File: config.mk
export PLATFORM = sky130hd
export DESIGN_NAME = m_sequence_burst_ctrl
export DESIGN_NICKNAME = d
export VERILOG_FILES = /design/src/rtl/m_sequence_burst_ctrl.sv
export SDC_FILE = /design/constraint.sdc
export NUM_CORES = 1
export LEC_CHECK = 0
export ABC_AREA = 1
export ABC_CLOCK_PERIOD_IN_PS = 3750
export CAP_MARGIN = 20
export CORE_MARGIN = 1.5
export CORE_UTILIZATION = 55
export DETAILED_ROUTE_END_ITERATION = 6
export PLACE_DENSITY_LB_ADDON = 0.05
export SYNTH_ARGS = -nofsm -noshare
export SYNTH_HDL_FRONTEND = slang
export SYNTH_SLANG_ARGS = --single-unit
File: constraint.sdc
create_clock -name clock -period 3.75 [get_ports clock]
set_clock_uncertainty 0.2 [all_clocks]
set_input_delay 1.125 -clock clock [delete_from_list [all_inputs] [get_ports clock]]
set_output_delay 1.125 -clock clock [all_outputs]
set_load 0.05 [all_outputs]
File: src/rtl/m_sequence_burst_ctrl.sv
// -----------------------------------------------------------------------------
// m_sequence_burst_ctrl
//
// Purpose:
//   Runs a Fibonacci m-sequence LFSR in command-driven bursts. Each accepted
//   command loads a seed and then emits exactly cmd_len chips on a valid/ready
//   stream. Chips where the register has returned to the burst seed are
//   flagged with period_start. An active burst can be aborted.
//
// Parameters:
//   WIDTH        LFSR register width (2..32)
//   TAPS         feedback mask, fb = ^(state & TAPS)
//   DEFAULT_SEED register value after reset; also the substitute for an
//                all-zero seed when the zero guard is built in
//   LEN_W        width of the burst-length field
//
// Ports:
//   clock          in   rising-edge clock
//   reset          in   synchronous, active-high reset
//   cmd_valid      in   command present
//   cmd_ready      out  command accepted when cmd_valid & cmd_ready
//   cmd_seed       in   [WIDTH] seed loaded on accept
//   cmd_len        in   [LEN_W] number of chips to emit (0 is legal)
//   cmd_abort      in   terminates an active burst (ignored outside RUN)
//   out_valid      out  chip available
//   out_ready      in   consumer accepts chip
//   out_bit        out  chip value, lfsr_state[0]
//   out_last       out  qualifies the final chip of a burst
//   period_start   out  qualifies a chip whose state equals the latched seed
//   busy           out  controller not idle
//   done           out  one-cycle pulse after a normal completion
//   lfsr_state     out  [WIDTH] current LFSR register
//   err_zero_seed  out  one-cycle pulse when a zero seed was substituted
//
// Build option:
//   M_SEQ_ZERO_GUARD_EN  when defined, an all-zero cmd_seed is replaced by
//                        DEFAULT_SEED and err_zero_seed pulses in the cycle
//                        after accept. When undefined, err_zero_seed is 0 and
//                        a zero seed is loaded as-is (the LFSR then locks up
//                        and emits constant 0).
// -----------------------------------------------------------------------------
module m_sequence_burst_ctrl #(
   parameter int               WIDTH        = 4,
   parameter logic [WIDTH-1:0] TAPS         = 4'b0011,
   parameter logic [WIDTH-1:0] DEFAULT_SEED = 4'b0011,
   parameter int               LEN_W        = 16
) (
   input  logic             clock,
   input  logic             reset,
   input  logic             cmd_valid,
   output logic             cmd_ready,
   input  logic [WIDTH-1:0] cmd_seed,
   input  logic [LEN_W-1:0] cmd_len,
   input  logic             cmd_abort,
   output logic             out_valid,
   input  logic             out_ready,
   output logic             out_bit,
   output logic             out_last,
   output logic             period_start,
   output logic             busy,
   output logic             done,
   output logic [WIDTH-1:0] lfsr_state,
   output logic             err_zero_seed
);

   localparam logic [1:0] ST_IDLE = 2'd0;
   localparam logic [1:0] ST_RUN  = 2'd1;
   localparam logic [1:0] ST_DONE = 2'd2;

   logic [1:0]       state_reg, state_next;
   logic [WIDTH-1:0] lfsr_reg,  lfsr_next;
   logic [WIDTH-1:0] seed_reg,  seed_next;
   logic [LEN_W-1:0] count_reg, count_next;

   logic             accept;
   logic             handshake;
   logic             count_is_one;
   logic [WIDTH-1:0] load_seed;
   logic [WIDTH-1:0] tap_bits;
   logic             feedback;
   logic [WIDTH-1:0] lfsr_stepped;

   // ------------------------------------------------------------------------
   // Feedback network: AND each register bit with its tap, XOR-reduce.
   // ------------------------------------------------------------------------
   generate
      for (genvar gi = 0; gi < WIDTH; gi++) begin : g_tap
         assign tap_bits[gi] = lfsr_reg[gi] & TAPS[gi];
      end
   endgenerate

   assign feedback     = ^tap_bits;
   // Fibonacci shift toward bit 0; the new bit enters at the MSB.
   assign lfsr_stepped = {feedback, lfsr_reg[WIDTH-1:1]};

   // ------------------------------------------------------------------------
   // Seed selection (optional zero guard)
   // ------------------------------------------------------------------------
`ifdef M_SEQ_ZERO_GUARD_EN
   logic seed_is_zero;
   logic err_reg;

   assign seed_is_zero = (cmd_seed == '0);
   // An all-zero seed would lock the LFSR; swap in the default instead.
   assign load_seed    = seed_is_zero ? DEFAULT_SEED : cmd_seed;

   always_ff @(posedge clock) begin
      if (reset) begin
         err_reg <= 1'b0;
      end else begin
         err_reg <= accept && seed_is_zero;
      end
   end

   assign err_zero_seed = err_reg;
`else
   assign load_seed     = cmd_seed;
   assign err_zero_seed = 1'b0;
`endif

   // ------------------------------------------------------------------------
   // Handshakes and decoded outputs
   // ------------------------------------------------------------------------
   assign cmd_ready    = (state_reg == ST_IDLE);
   assign out_valid    = (state_reg == ST_RUN);
   assign busy         = (state_reg != ST_IDLE);
   assign done         = (state_reg == ST_DONE);

   assign accept       = cmd_valid && cmd_ready;
   assign handshake    = out_valid && out_ready;
   assign count_is_one = (count_reg == LEN_W'(1));

   assign out_bit      = lfsr_reg[0];
   assign out_last     = out_valid && count_is_one;
   // The first chip always matches because lfsr was loaded with the seed;
   // later matches mark each return to the start of the period.
   assign period_start = out_valid && (lfsr_reg == seed_reg);
   assign lfsr_state   = lfsr_reg;

   // ------------------------------------------------------------------------
   // Next-state logic
   // ------------------------------------------------------------------------
   always_comb begin
      state_next = state_reg;
      lfsr_next  = lfsr_reg;
      seed_next  = seed_reg;
      count_next = count_reg;

      case (state_reg)
         ST_IDLE: begin
            if (accept) begin
               seed_next  = load_seed;
               lfsr_next  = load_seed;
               count_next = cmd_len;
               state_next = (cmd_len != '0) ? ST_RUN : ST_DONE;
            end
         end

         ST_RUN: begin
            // A chip taken in the same cycle as an abort still counts, so
            // the step happens regardless of cmd_abort.
            if (handshake) begin
               lfsr_next  = lfsr_stepped;
               count_next = count_reg - LEN_W'(1);
            end
            // Abort wins over completion on the final chip: no done pulse.
            if (cmd_abort) begin
               state_next = ST_IDLE;
            end else if (handshake && count_is_one) begin
               state_next = ST_DONE;
            end
         end

         ST_DONE: begin
            state_next = ST_IDLE;
         end

         default: begin
            state_next = ST_IDLE;
         end
      endcase
   end

   // ------------------------------------------------------------------------
   // State registers
   // ------------------------------------------------------------------------
   always_ff @(posedge clock) begin
      if (reset) begin
         state_reg <= ST_IDLE;
         lfsr_reg  <= DEFAULT_SEED;
         seed_reg  <= DEFAULT_SEED;
         count_reg <= '0;
      end else begin
         state_reg <= state_next;
         lfsr_reg  <= lfsr_next;
         seed_reg  <= seed_next;
         count_reg <= count_next;
      end
   end

endmodule
==> impl_metrics.yaml <==
placement:
  dp.final_hpwl_um: 3130
  dpl_cell_area_sq_mm: 0.00211
  dpl.cell_count: 361
  place_congestion: 0.866
  port_buffers: 35
  pre_cts_slack_ns: 0.543
clocking:
  clock_tree.root_cell: "clkbuf_4"
  cts-buffers-inserted: 3
  cts_hold_buf: 0
  cts_max_path_buffers: 2
  cts-resized-gates: 0
  cts.sinks: 26
  insertion_delay_ns: 0.32
  h-tree-depth: 1
  cts_tree: "done"
  postCtsSetupRepairBufs: 0
  clk_pin_slew_worst_paths_ns: 0.14
run:
  drv_cap: 0
detailed_routing:
  drtAntennaViolNets: 0
  route.vias.total: 1860
  dr.pass1.iters: 4
  wirelength_um: 4190
  drtIter0Drc: 125
  drt-wirelength-per-cell_um: 11.5
  route.detailed.drc: 0
  vias_per_cell: 5.11
die:
  core_area_sq_mm: 0.00303
  dieArea_sq_mm: 0.00353
  io_pins: 37
  die_h_um: 59.4
  core.rowCount: 20
  initial_core_util_pct: 57.7
  die_x_um: 59.4
global_routing:
  grt_pass1_wl_um: 7040
  antenna_found_initial: 0
  grt_pass1_vias: 1598
  grt_remaining_overflow: 0
  gr-usage-all-layers_pct: 26.0
  grt_max_degree: 30
critical_path:
  critPathArrivalTime_ns: 2.15
  cp_max_fo: 11
  rrSetupSlack_ns: 2.07
  r2r_end: "count_reg[14]"
  r2r_cells: 7
  critical_path.startpoint_type: "register"
  endpoint_kind: "primary output"
  criticalPathCategory: "register to primary output"
  worstPathRequired_ns: 2.42
  r2r_start: "state_reg[0]"
cells_and_area:
  largest_register_ffs: 16
  areaGrowthSynthToFinish_pct: 22.0
  final_nets: 349
  fillers: 271
  fin_cells: 364
  drive_above_1_share_pct: 6.56
  design_area_sq_mm: 0.00213
  antenna_cells: 0
  utilization_pct: 70.5
outcome:
  outcome: "finished, final reports clean"
synth:
  synth_compound_area_share_pct: 17.7
  ys_seq_elements: 26
  syn_area_sq_mm: 0.00175
  synth_xor_area_share_pct: 1.00
  yosys-mux-area-fraction_pct: 0
  syn_inst: 290
  synth_fa_ha_area_share_pct: 1.43
  yosysWarningCount: 0
  ys_seq_area_share_pct: 29.8
  avgSynthCellArea_sq_um: 6.03
  yosysUniqueCellTypes: 32
  synth_simple_gate_area_share_pct: 37.7
  synth_nets: 317
  synth_top_family_by_area: "simple AND/OR/NAND/NOR gates"
power:
  cellLeakagePower_nw: 0.959
  power_mw: 0.765
  p_per_area_mw_per_mm2: 358
  vdd_drop_max_uv: 244
timing:
  fin_crit_sh_pct: 92.7
  setup_tns_ns: 0
  fin_ws_ns: 0.274
  tightest_slew_ns: 0.510
  setup_viol: 0
  rsz0062_at_grt: "false"
  hold_viol: 0
  fmax_mhz: 288
  slew_viol_final: 0
  fin_crit_ns: 3.48
  slew_headroom_pct: 65.9
  fin_hold_ws_ns: 0.314
worst_hold_path:
  holdPathEnd: "count_reg[2]"
  min_path_type: "register to register"
  whs_path_depth: 2
  min-delay-start: "count_reg[2]"
[cell usage after synthesis]
master / n / area [sq um]
o22ai_1: 1 / 6.26
buf_4: 2 / 15.0
o21bai_1: 1 / 7.51
a31oi_1: 4 / 25.0
or2_2: 4 / 25.0
ha_1: 2 / 25.0
nand2_1: 76 / 285
o21ai_1: 6 / 30.0
o31ai_1: 1 / 7.51
xor2_1: 2 / 17.5
nand2_2: 2 / 12.5
inv_2: 1 / 3.75
dfxtp_1: 26 / 521
nor2_1: 41 / 154
inv_1: 34 / 128
buf_6: 2 / 22.5
nor2_2: 4 / 25.0
o2111ai_1: 1 / 8.76
nor3_1: 5 / 25.0
buf_2: 6 / 30.0
o211ai_1: 5 / 37.5
nor2_4: 1 / 11.3
a211oi_2: 1 / 12.5
clkinv_1: 2 / 7.51
nand3_1: 19 / 95.1
and3_1: 1 / 6.26
a21oi_1: 17 / 85.1
nand4_1: 3 / 18.8
conb_1: 1 / 3.75
o21ai_2: 1 / 8.76
clkbuf_1: 2 / 7.51
o21ai_0: 16 / 80.1
[report_power, final]
| part | switching, mW | internal, mW |
|---|---|---|
| Sequential | 0.0275 | 0.303 |
| Combinational | 0.197 | 0.116 |
| Clock | 0.0837 | 0.0378 |
| Total | 0.308 | 0.456 |
[critical path, cell delays in order, from the launching register on]
cell             delay [ns]
dfxtp_1                0.40
nand2_2                0.18
a21oi_1                0.16
o2111ai_1              0.11
nor3_1                 0.14
clkdlybuf4s50_1        0.83
[cells by family after synthesis]
group	after synthesis
AND/OR/NAND/NOR	156
AO/OA/AOI/OAI	54
buffers and inverters	49
flip-flops	26
XOR/XNOR	2
adder cells (fa/ha/maj)	2
other	1
[per-layer routing]
layer	up-vias	routed length, um	part of all wire [%]	global-route usage [%]
li1	987	-	-	-
met1	809	2040	49	37.0
met2	58	1870	45	41.0
met3	6	246	5.9	5.02
met4	0	31	0.74	5.19
met5	-	0	0	0
[how the worst max path moves through the flow]
stage | slack (ns) | cells past startpoint | end | from
final | 0.27 | 5 | period_start | state_reg[0]
after global routing | 0.09 | 6 | period_start | state_reg[1]
after CTS | 0.15 | 6 | out_last | count_reg[6]
after detailed placement | 0.54 | 6 | out_last | count_reg[6]
after global placement | 0.59 | 6 | out_last | count_reg[6]
after floorplan | 0.37 | 4 | period_start | lfsr_state[3]
[final cells by class]
cell class                      instances  area (sq um)  share of cell area [%]
Timing Repair Buffer                   39           383                    17.9
Sequential cell                        26           520                    24.4
Tap cell                               44          55.1                    2.58
Clock buffer                            3          22.5                    1.06
Inverter                               37           139                    6.51
Multi-Input combinational cell        215          1010                    47.5
[cell usage in the layout, fill, tap and decap left out, types with 5 or more instances in the layout]
cell / synthesis / routed
nor3_1: 5 / 5
nand3_1: 19 / 19
inv_1: 34 / 34
nor2_1: 41 / 41
clkdlybuf4s50_1: 0 / 34
a21oi_1: 17 / 17
o211ai_1: 5 / 5
dfxtp_1: 26 / 26
o21ai_0: 16 / 16
o21ai_1: 6 / 6
nand2_1: 76 / 76
Power figures use the tool's default switching activity.
